==> src/rtl/uart_alu_ctrl.sv <==
// Purpose: parse framed UART command packets; echo payload or return ADD/XOR of 32-bit operands.
// Latency: echo byte on TX 1 cycle after its RX strobe; ALU result 2 cycles after last payload byte.
// Backpressure: TX holds data/valid until tx_ready_i; RX cannot stall, so blocked echo/result-phase bytes drop with err_o.
module uart_alu_ctrl #(
    parameter int         LEN_W   = 16,
    parameter logic [7:0] OP_ECHO = 8'hEC,
    parameter logic [7:0] OP_ADD  = 8'hAD,
    parameter logic [7:0] OP_XOR  = 8'hA5
) (
    input  logic       clk_i,
    input  logic       rst_i,
    input  logic       rx_valid_i,
    input  logic [7:0] rx_data_i,
    input  logic       tx_ready_i,
    output logic       tx_valid_o,
    output logic [7:0] tx_data_o,
    output logic       busy_o,
    output logic       err_o
);

    typedef enum logic [2:0] {
        S_OP   = 3'd0,
        S_RSV  = 3'd1,
        S_LENL = 3'd2,
        S_LENH = 3'd3,
        S_PAY  = 3'd4,
        S_RES  = 3'd5
    } state_t;

    state_t           state;
    state_t           state_nxt;
    logic [7:0]       opcode;
    logic [7:0]       len_lo;
    logic [LEN_W-1:0] remain;
    logic [LEN_W-1:0] len_full;
    logic [LEN_W-1:0] remain_ld;
    logic [31:0]      acc;
    logic [31:0]      acc_nxt;
    logic [31:0]      opnd;
    logic [31:0]      opnd_nxt;
    logic [1:0]       byte_idx;
    logic [1:0]       res_idx;
    logic [1:0]       res_idx_inc;
    logic             res_act;
    logic             is_echo;
    logic             is_alu;
    logic             rx_known;
    logic             tx_free;
    logic             res_hs;

    assign busy_o = (state != S_OP);

    // Decode, operand/accumulator arithmetic and next-state selection.
    always_comb begin
        state_nxt   = state;
        is_echo     = (opcode == OP_ECHO);
        is_alu      = (opcode == OP_ADD) || (opcode == OP_XOR);
        rx_known    = (rx_data_i == OP_ECHO) || (rx_data_i == OP_ADD) || (rx_data_i == OP_XOR);
        len_full    = LEN_W'({rx_data_i, len_lo});
        remain_ld   = (len_full > LEN_W'(4)) ? (len_full - LEN_W'(4)) : '0;
        opnd_nxt    = {rx_data_i, opnd[31:8]};
        acc_nxt     = (opcode == OP_ADD) ? (acc + opnd_nxt) : (acc ^ opnd_nxt);
        // Holding register can take a new byte if empty or being drained this cycle.
        tx_free     = !tx_valid_o || tx_ready_i;
        // Only handshakes of result bytes advance the result index; a leftover echo byte does not.
        res_hs      = res_act && tx_valid_o && tx_ready_i;
        res_idx_inc = res_idx + 2'd1;
        case (state)
            S_OP:   if (rx_valid_i) state_nxt = S_RSV;
            S_RSV:  if (rx_valid_i) state_nxt = S_LENL;
            S_LENL: if (rx_valid_i) state_nxt = S_LENH;
            S_LENH: begin
                if (rx_valid_i) begin
                    if (remain_ld != '0) state_nxt = S_PAY;
                    else if (is_alu)     state_nxt = S_RES;
                    else                 state_nxt = S_OP;
                end
            end
            S_PAY: begin
                if (rx_valid_i && (remain == LEN_W'(1)))
                    state_nxt = is_alu ? S_RES : S_OP;
            end
            S_RES:  if (res_hs && (res_idx == 2'd3)) state_nxt = S_OP;
            default: state_nxt = S_OP;
        endcase
    end

    // State register.
    always_ff @(posedge clk_i or posedge rst_i) begin
        if (rst_i) state <= S_OP;
        else       state <= state_nxt;
    end

    // Packet datapath: header capture, operand accumulation, TX holding register and error pulses.
    always_ff @(posedge clk_i or posedge rst_i) begin
        if (rst_i) begin
            opcode     <= '0;
            len_lo     <= '0;
            remain     <= '0;
            acc        <= '0;
            opnd       <= '0;
            byte_idx   <= '0;
            res_idx    <= '0;
            res_act    <= 1'b0;
            tx_valid_o <= 1'b0;
            tx_data_o  <= '0;
            err_o      <= 1'b0;
        end else begin
            err_o <= 1'b0;
            if (tx_valid_o && tx_ready_i) tx_valid_o <= 1'b0;
            case (state)
                S_OP: begin
                    if (rx_valid_i) begin
                        opcode <= rx_data_i;
                        if (!rx_known) err_o <= 1'b1;
                    end
                end
                S_LENL: if (rx_valid_i) len_lo <= rx_data_i;
                S_LENH: begin
                    if (rx_valid_i) begin
                        remain   <= remain_ld;
                        acc      <= '0;
                        opnd     <= '0;
                        byte_idx <= '0;
                        res_idx  <= '0;
                        res_act  <= 1'b0;
                    end
                end
                S_PAY: begin
                    if (rx_valid_i) begin
                        remain <= remain - LEN_W'(1);
                        if (is_echo) begin
                            if (tx_free) begin
                                tx_data_o  <= rx_data_i;
                                tx_valid_o <= 1'b1;
                            end else begin
                                err_o <= 1'b1;
                            end
                        end else if (is_alu) begin
                            opnd     <= opnd_nxt;
                            byte_idx <= byte_idx + 2'd1;
                            if (byte_idx == 2'd3) acc <= acc_nxt;
                        end
                    end
                end
                S_RES: begin
                    if (rx_valid_i) err_o <= 1'b1;
                    if (tx_free) begin
                        if (res_hs) begin
                            if (res_idx == 2'd3) begin
                                res_act <= 1'b0;
                            end else begin
                                res_idx    <= res_idx_inc;
                                tx_data_o  <= acc[{res_idx_inc, 3'b000} +: 8];
                                tx_valid_o <= 1'b1;
                            end
                        end else begin
                            tx_data_o  <= acc[{res_idx, 3'b000} +: 8];
                            tx_valid_o <= 1'b1;
                            res_act    <= 1'b1;
                        end
                    end
                end
                default: ;
            endcase
        end
    end

endmodule

==> config.mk <==
export PLATFORM = sky130hd
export DESIGN_NAME = uart_alu_ctrl
export DESIGN_NICKNAME = d
export VERILOG_FILES = /design/src/rtl/uart_alu_ctrl.sv
export SDC_FILE = /design/constraint.sdc
export NUM_CORES = 1
export LEC_CHECK = 0
export CORE_ASPECT_RATIO = 1.25
export CORE_MARGIN = 1.5
export CORE_UTILIZATION = 45
export DETAILED_ROUTE_END_ITERATION = 8
export PLACE_DENSITY_LB_ADDON = 0.2
export SETUP_SLACK_MARGIN = 0.5
export SLEW_MARGIN = 20
export SYNTH_ARGS = -nofsm -noshare
export SYNTH_HDL_FRONTEND = slang
export SYNTH_SLANG_ARGS = --single-unit
export TNS_END_PERCENT = 5
==> constraint.sdc <==
create_clock -name clk_i -period 4.34 [get_ports clk_i]
set_input_delay 0.868 -clock clk_i [delete_from_list [all_inputs] [get_ports clk_i]]
set_output_delay 0.868 -clock clk_i [all_outputs]
set_load 0.03 [all_outputs]
==> qor.yml, run 1 <==
cts.sinks: 106
initial_core_util_pct: 46.5
synth-main-ff-cell: "dfrtp_1"
p_leak_nw: 3.38
drive_gt1_share_pct: 8.52
totalNegativeSetupSlack_ns: 0
io_buffers: 22
overflow: 0
cts.repair.resized: 0
critPathKind: "flip-flop to flip-flop"
min_from: "tx_data_o[2]$_DFFE_PP0P_"
cap_violations: 0
min_period_over_period_pct: 73.0
rsz0062_at_grt: "no"
grt_max_degree: 59
cts.path.max_buffers: 2
peakVddDrop_mv: 0.231
cts_root_buf: "clkbuf_16"
crit_fanout: 7
vias: 6607
timing.slew.headroom_pct: 29.7
crit_path_end_kind: "flip-flop"
clk_pin_slew_ns: 0.08
drtAntennaViolNets: 0
cts_tree: "built"
powerDensity_nw_per_um2: 433
synth_fp_nets: 882
drt_iter0_drc: 709
die_w_um: 117
dr.pass1.iters: 5
die_h_um: 145
gp_congestion: 0.904
grt_usage_pct: 26.0
drc: 0
r2r-start: "acc[0]$_DFFE_PP0P_"
dieArea_um2: 17000
hp-class: "flip-flop to flip-flop"
ys_seq_area_share_pct: 36.3
finalHoldViolCount: 0
crit_path_max_incr_delay_ns: 0.43
period_needed_ns: 3.17
worst_pin_slew_ns: 1.05
startpoint: "acc[0]$_DFFE_PP0P_"
final-setup-viol-count: 0
crit_path_top_delay_cell: "fa_1"
antenna_found_initial: 1
ys_ff_latch: 106
maxSlewViolCount: 0
wl_mm: 21.1
critPathArrivalTime_ns: 3.42
h-tree-depth: 3
yosys.area.top_type: "dfrtp_1"
cts_buffers: 9
core_area_um2: 15700
final_area_um2: 8020
ctsHoldBuffers: 0
syn_area_per_cell_um2: 8.77
dp_hpwl_mm: 15.5
wl_per_cell_um: 20.2
insertion_delay_ns: 0.37
synth.top_cell.area_share_pct: 36.3
final_nets: 879
grt_first_pass_wirelength_mm: 34.3
ys_warn_count: 0
cts_setup_buffers: 0
synthArstFlopShare_pct: 100
outcome: "complete, no violations"
clock_skew_ns: 0.00971
vias_per_cell: 6.32
fmax_ghz: 0.315
post_dp_cell_area_um2: 7690
synth.distinct_cells: 70
grt_pass1_vias: 6409
num_rows: 51
netlist_area_um2: 7300
ios: 23
cp-start-kind: "flip-flop"
synth_edf_count: 0
area.growth.synth_to_final_pct: 9.93
required_ns: 4.59
syn_inst: 832
cp_cell_sequence: "ha_1 -> fa_1 -> a211oi_1 -> o21bai_1 -> a21oi_1 -> o211ai_1 -> a21oi_2 -> o22ai_1 -> mux2_1 -> a211o_1"
yosys-top-cells-area: "dfrtp_1, ha_1, o21ai_0, nand2_1, a21oi_1"
## flip-flops by register name (all words and copies together) (netlist names)
signal / cells
len_lo: 8
remain: 16
res_act: 1
acc: 32
tx_data_o: 8
err_o: 1
tx_valid_o: 1
opnd: 24
res_idx: 2
byte_idx: 2
opcode: 8
state: 3
## kinds of logic after synthesis
group	count (synthesis)	share of synthesized area, %
xor gates and xnor gates	36	4.32
buffers and inverters	67	3.74
adders and majority gates	38	6.62
DFF	106	36.3
muxes	36	6.63
AOI/OAI and AO/OA	276	24.0
and+or+nand+nor	273	18.3
## placed cells by master (no fill, tap or decap), drive strengths merged, types with 22 or more instances in the layout
cell           synthesis  final
dfrtp                106    106
o21ai                 88     88
a22o                  27     27
xnor2                 26     26
nor2                  59     59
ha                    37     37
a21oi                 68     68
nand3                 23     23
clkdlybuf4s50          0     22
nor3                  22     22
nand2                100    100
## final cells by class
cell class              count  area (um2)
fillers                  1505        7670
multi-input cells         659        4380
flip-flops and latches    106        2650
repair buffers             38         340
well taps                 212         265
clock buffers              10         239
clock inverters             5        87.6
inverters                  15        58.8
diodes                      1        2.50
## report_power, final
group | switching (mW) | internal [mW] | total [mW]
registers | 0.251 | 1.20 | 1.45
logic | 0.664 | 0.444 | 1.11
clock network | 0.398 | 0.524 | 0.922
total | 1.31 | 2.16 | 3.48
## synthesized netlist by cell type (all sizes together), types with 12 or more instances
cell	instances
mux2	16
dfrtp	106
a22o	27
nand4	14
nor2	59
buf	12
nand2	100
ha	37
nor3	22
nand3	23
inv	14
a21o	16
xnor2	26
mux2i	12
o21ai	88
clkbuf	40
a21oi	68
## per-layer routing
metal / up-vias / track usage, % / part of all wire, %
li1: 3089 / - / -
met1: 3222 / 35.8 / 44
met2: 254 / 41.6 / 48
met3: 42 / 2.79 / 5.2
met4: 0 / 10.5 / 3.0
met5: - / 0 / 0
## worst max-delay path: cells and delay by family, from the launching register on
kind | cells | cell delay [ns]
AO/OA/AOI/OAI | 7 | 1.62
multiplexers | 1 | 0.32
flip-flops | 1 | 0.42
adder cells (fa/ha/maj) | 2 | 0.68
## worst paths after layout
kind	to	slack, ns	cells past startpoint
max	acc[28]$_DFFE_PP0P_	1.17	10
min	tx_data_o[2]$_DFFE_PP0P_	0.51	2
max reg2reg	acc[28]$_DFFE_PP0P_	1.17	10
min reg2reg	tx_data_o[2]$_DFFE_PP0P_	0.51	2
max in group asynchronous	len_lo[1]$_DFFE_PP0P_	2.46	3
min in group asynchronous	byte_idx[0]$_DFFE_PP0P_	0.98	2
## metrics by stage
| step | worst slack, ns | hold slack, ns | cells | util [%] | power (mW) |
|---|---|---|---|---|---|
| floorplan | 0.683 | 0.464 | 832 | - | 2.20 |
| global placement | 0.932 | 0.482 | 1030 | 49.0 | 2.53 |
| detailed placement | 0.853 | 0.497 | 1030 | 49.0 | 2.56 |
| CTS | 1.18 | 0.513 | 1045 | 51.1 | 3.48 |
| global route | 0.946 | 0.531 | 1046 | 51.1 | 3.67 |
| finish | 1.17 | 0.510 | 1046 | 51.1 | 3.48 |
No activity file was read; power rests on OpenSTA's default activity.
==> run 2, diff against run 1 <==
- clock period: 4.34 -> 3.22 ns (I/O delays scaled with it)
==> qor.yml, run 2 (synthesis gave the netlist of run 1 again) <==
p_clk_share_pct: 25.0  # was 26.5%
largest_register_ffs: 32  # unchanged
finalHoldViolCount: 0  # unchanged
clk_pin_slew_ns: 0.08  # about the same
dieArea_um2: 17000  # unchanged
io_buffers: 22  # unchanged
cts_tree: "built"  # unchanged
ctsHoldBuffers: 0  # unchanged
reg_top3: "acc x32, opnd x24, remain x16"  # unchanged
gp_congestion: 0.989  # was 0.904
maxSlewViolCount: 0  # unchanged
drtAntennaViolNets: 0  # unchanged
min_period_over_period_pct: 85.3  # was 73.0%
placedCellCount: 1045  # was 1,030
insertion_delay_ns: 0.36  # was 0.37 ns
grt_max_degree: 80  # was 59
wl_mm: 21.5  # was 21.1 mm
worst_pin_slew_ns: 0.741  # was 1.05 ns
ios: 23  # unchanged
num_rows: 51  # unchanged
dp_hpwl_mm: 15.8  # was 15.5 mm
cts_buffers: 9  # unchanged
p_int_mw: 2.84  # was 2.16 mW
outcome: "complete, no violations"  # unchanged
powerDensity_nw_per_um2: 555  # was 433 nW/um2
switching_power_mw: 1.76  # was 1.31 mW
cap_violations: 0  # unchanged
grt_usage_pct: 26.2  # was 26.0%
period_needed_ns: 2.75  # was 3.17 ns
critPathKind: "flip-flop to flip-flop"  # unchanged
swShare_pct: 38.3  # was 37.8%
crit_path_end_kind: "flip-flop"  # unchanged
p_comb_share_pct: 32.8  # was 31.9%
cts.sinks: 106  # unchanged
vias_per_cell: 6.28  # was 6.32
hp-class: "flip-flop to flip-flop"  # unchanged
antenna_found_initial: 0  # was 1
critPathArrivalTime_ns: 2.99  # was 3.42 ns
antenna_cells: 0  # was 1
rsz0062_at_grt: "yes"  # was no
power.total_mw: 4.60  # was 3.48 mW
crit_fanout: 3  # was 7
finalNonFillerCells: 1069  # was 1,046
registers.top_by_ff_count: "acc"  # unchanged
final_common_cell: "dfrtp_1"  # unchanged
fmax_ghz: 0.364  # was 0.315 GHz
timing.slew.headroom_pct: 50.3  # was 29.7%
die_w_um: 117  # unchanged
clock_skew_ns: 0.00969  # was 0.00971 ns
overflow: 0  # unchanged
h-tree-depth: 3  # unchanged
area.growth.synth_to_final_pct: 13.4  # was 9.93%
die_h_um: 145  # unchanged
p_leak_nw: 3.49  # was 3.38 nW
final_nets: 902  # was 879
grt_first_pass_wirelength_mm: 34.7  # was 34.3 mm
drt_iter0_drc: 739  # was 709
vias: 6711  # was 6,607
peakVddDrop_mv: 0.274  # was 0.231 mV
drc: 0  # unchanged
wl_per_cell_um: 20.1  # was 20.2 um
grt_pass1_vias: 6550  # was 6,409
final-setup-viol-count: 0  # unchanged
cp-start-kind: "flip-flop"  # unchanged
dr.pass1.iters: 5  # unchanged
cts_root_buf: "clkbuf_16"  # unchanged
core_area_um2: 15700  # unchanged
mostFrequentLayoutCells: "dfrtp_1, nand2_1, o21ai_0"  # unchanged
required_ns: 3.47  # was 4.59 ns
drive_gt1_share_pct: 13.2  # was 8.52%
cts.path.max_buffers: 2  # unchanged
pwr-share-seq_pct: 42.3  # was 41.6%
initial_core_util_pct: 46.5  # unchanged
## run 2: stage by stage
step | TNS, ns | hold slack (ns) | utilization (%) | worst slack (ns) | cell area (um2)
5_1_grt | 0 | 0.510 | 52.7 | 0.345 | 8270
6_report | 0 | 0.481 | 52.7 | 0.474 | 8270
4_1_cts | 0 | 0.488 | 52.1 | 0.468 | 8180
3_5_place_dp | -0.00446 | 0.470 | 49.8 | -0.00446 | 7820
2_1_floorplan | 0 | 0.464 | - | 0.577 | 7300
3_3_place_gp | 0 | 0.465 | 49.8 | 0.0587 | 7820
## run 2: layer usage
layer | wire, um | track usage [%]
met1 | 9340 | 35.6
met2 | 10500 | 43.1
met3 | 979 | 2.17
met4 | 586 | 10.2
met5 | 0 | 0
## run 2: path summary, 6_finish.rpt
| check | slack [ns] | depth (start not counted) | from | to |
|---|---|---|---|---|
| min reg2reg | 0.48 | 2 | tx_data_o[0]$_DFFE_PP0P_ | tx_data_o[0]$_DFFE_PP0P_ |
| min in group asynchronous | 0.75 | 3 | rst_i | remain[4]$_DFFE_PP0P_ |
| max | 0.47 | 10 | acc[0]$_DFFE_PP0P_ | acc[28]$_DFFE_PP0P_ |
| max in group asynchronous | 2.08 | 3 | rst_i | acc[1]$_DFFE_PP0P_ |
| max reg2reg | 0.47 | 10 | acc[0]$_DFFE_PP0P_ | acc[28]$_DFFE_PP0P_ |
| min | 0.48 | 2 | tx_data_o[0]$_DFFE_PP0P_ | tx_data_o[0]$_DFFE_PP0P_ |
## run 2: worst max-delay path: stages (launching register included)
cell	delay, ns
dfrtp_1	0.42
ha_4	0.18
fa_2	0.37
a211oi_2	0.24
o21bai_2	0.12
a21oi_2	0.21
o211ai_1	0.16
a21oi_2	0.27
o22ai_2	0.12
mux2_4	0.30
a211o_1	0.22
## run 2: area by class of cell
class | instances | area, um2
Tap cell | 212 | 265
Inverter | 15 | 60.1
Timing Repair Buffer | 61 | 528
Clock buffer | 9 | 225
Clock inverter | 7 | 76.3
Multi-Input combinational cell | 659 | 4460
Fill cell | 1499 | 7420
Sequential cell | 106 | 2650
## run 2: power by group through the flow
stage	Sequential, mW	Clock, mW	Combinational (mW)
6_report	1.94	1.15	1.51
5_1_grt	1.99	1.22	1.67
4_1_cts	1.93	1.17	1.50
3_5_place_dp	1.96	0	1.50
3_3_place_gp	1.94	0	1.46
2_1_floorplan	1.94	0	1.02
## run 2: repair_timing
item                       4_1_cts  5_1_grt
resized for setup               12       12
setup endpoints to repair        6       19
setup buffers                    3        5
pin swaps                        4       12
cloned                           0        0
==> run 3, diff against run 2 <==
- ABC_CLOCK_PERIOD_IN_PS: unset -> 3220
- CTS_CLUSTER_SIZE: unset -> 30
==> results of run 3 <==
Same layout as run 2: the final DEF is identical, and so are final timing and power.
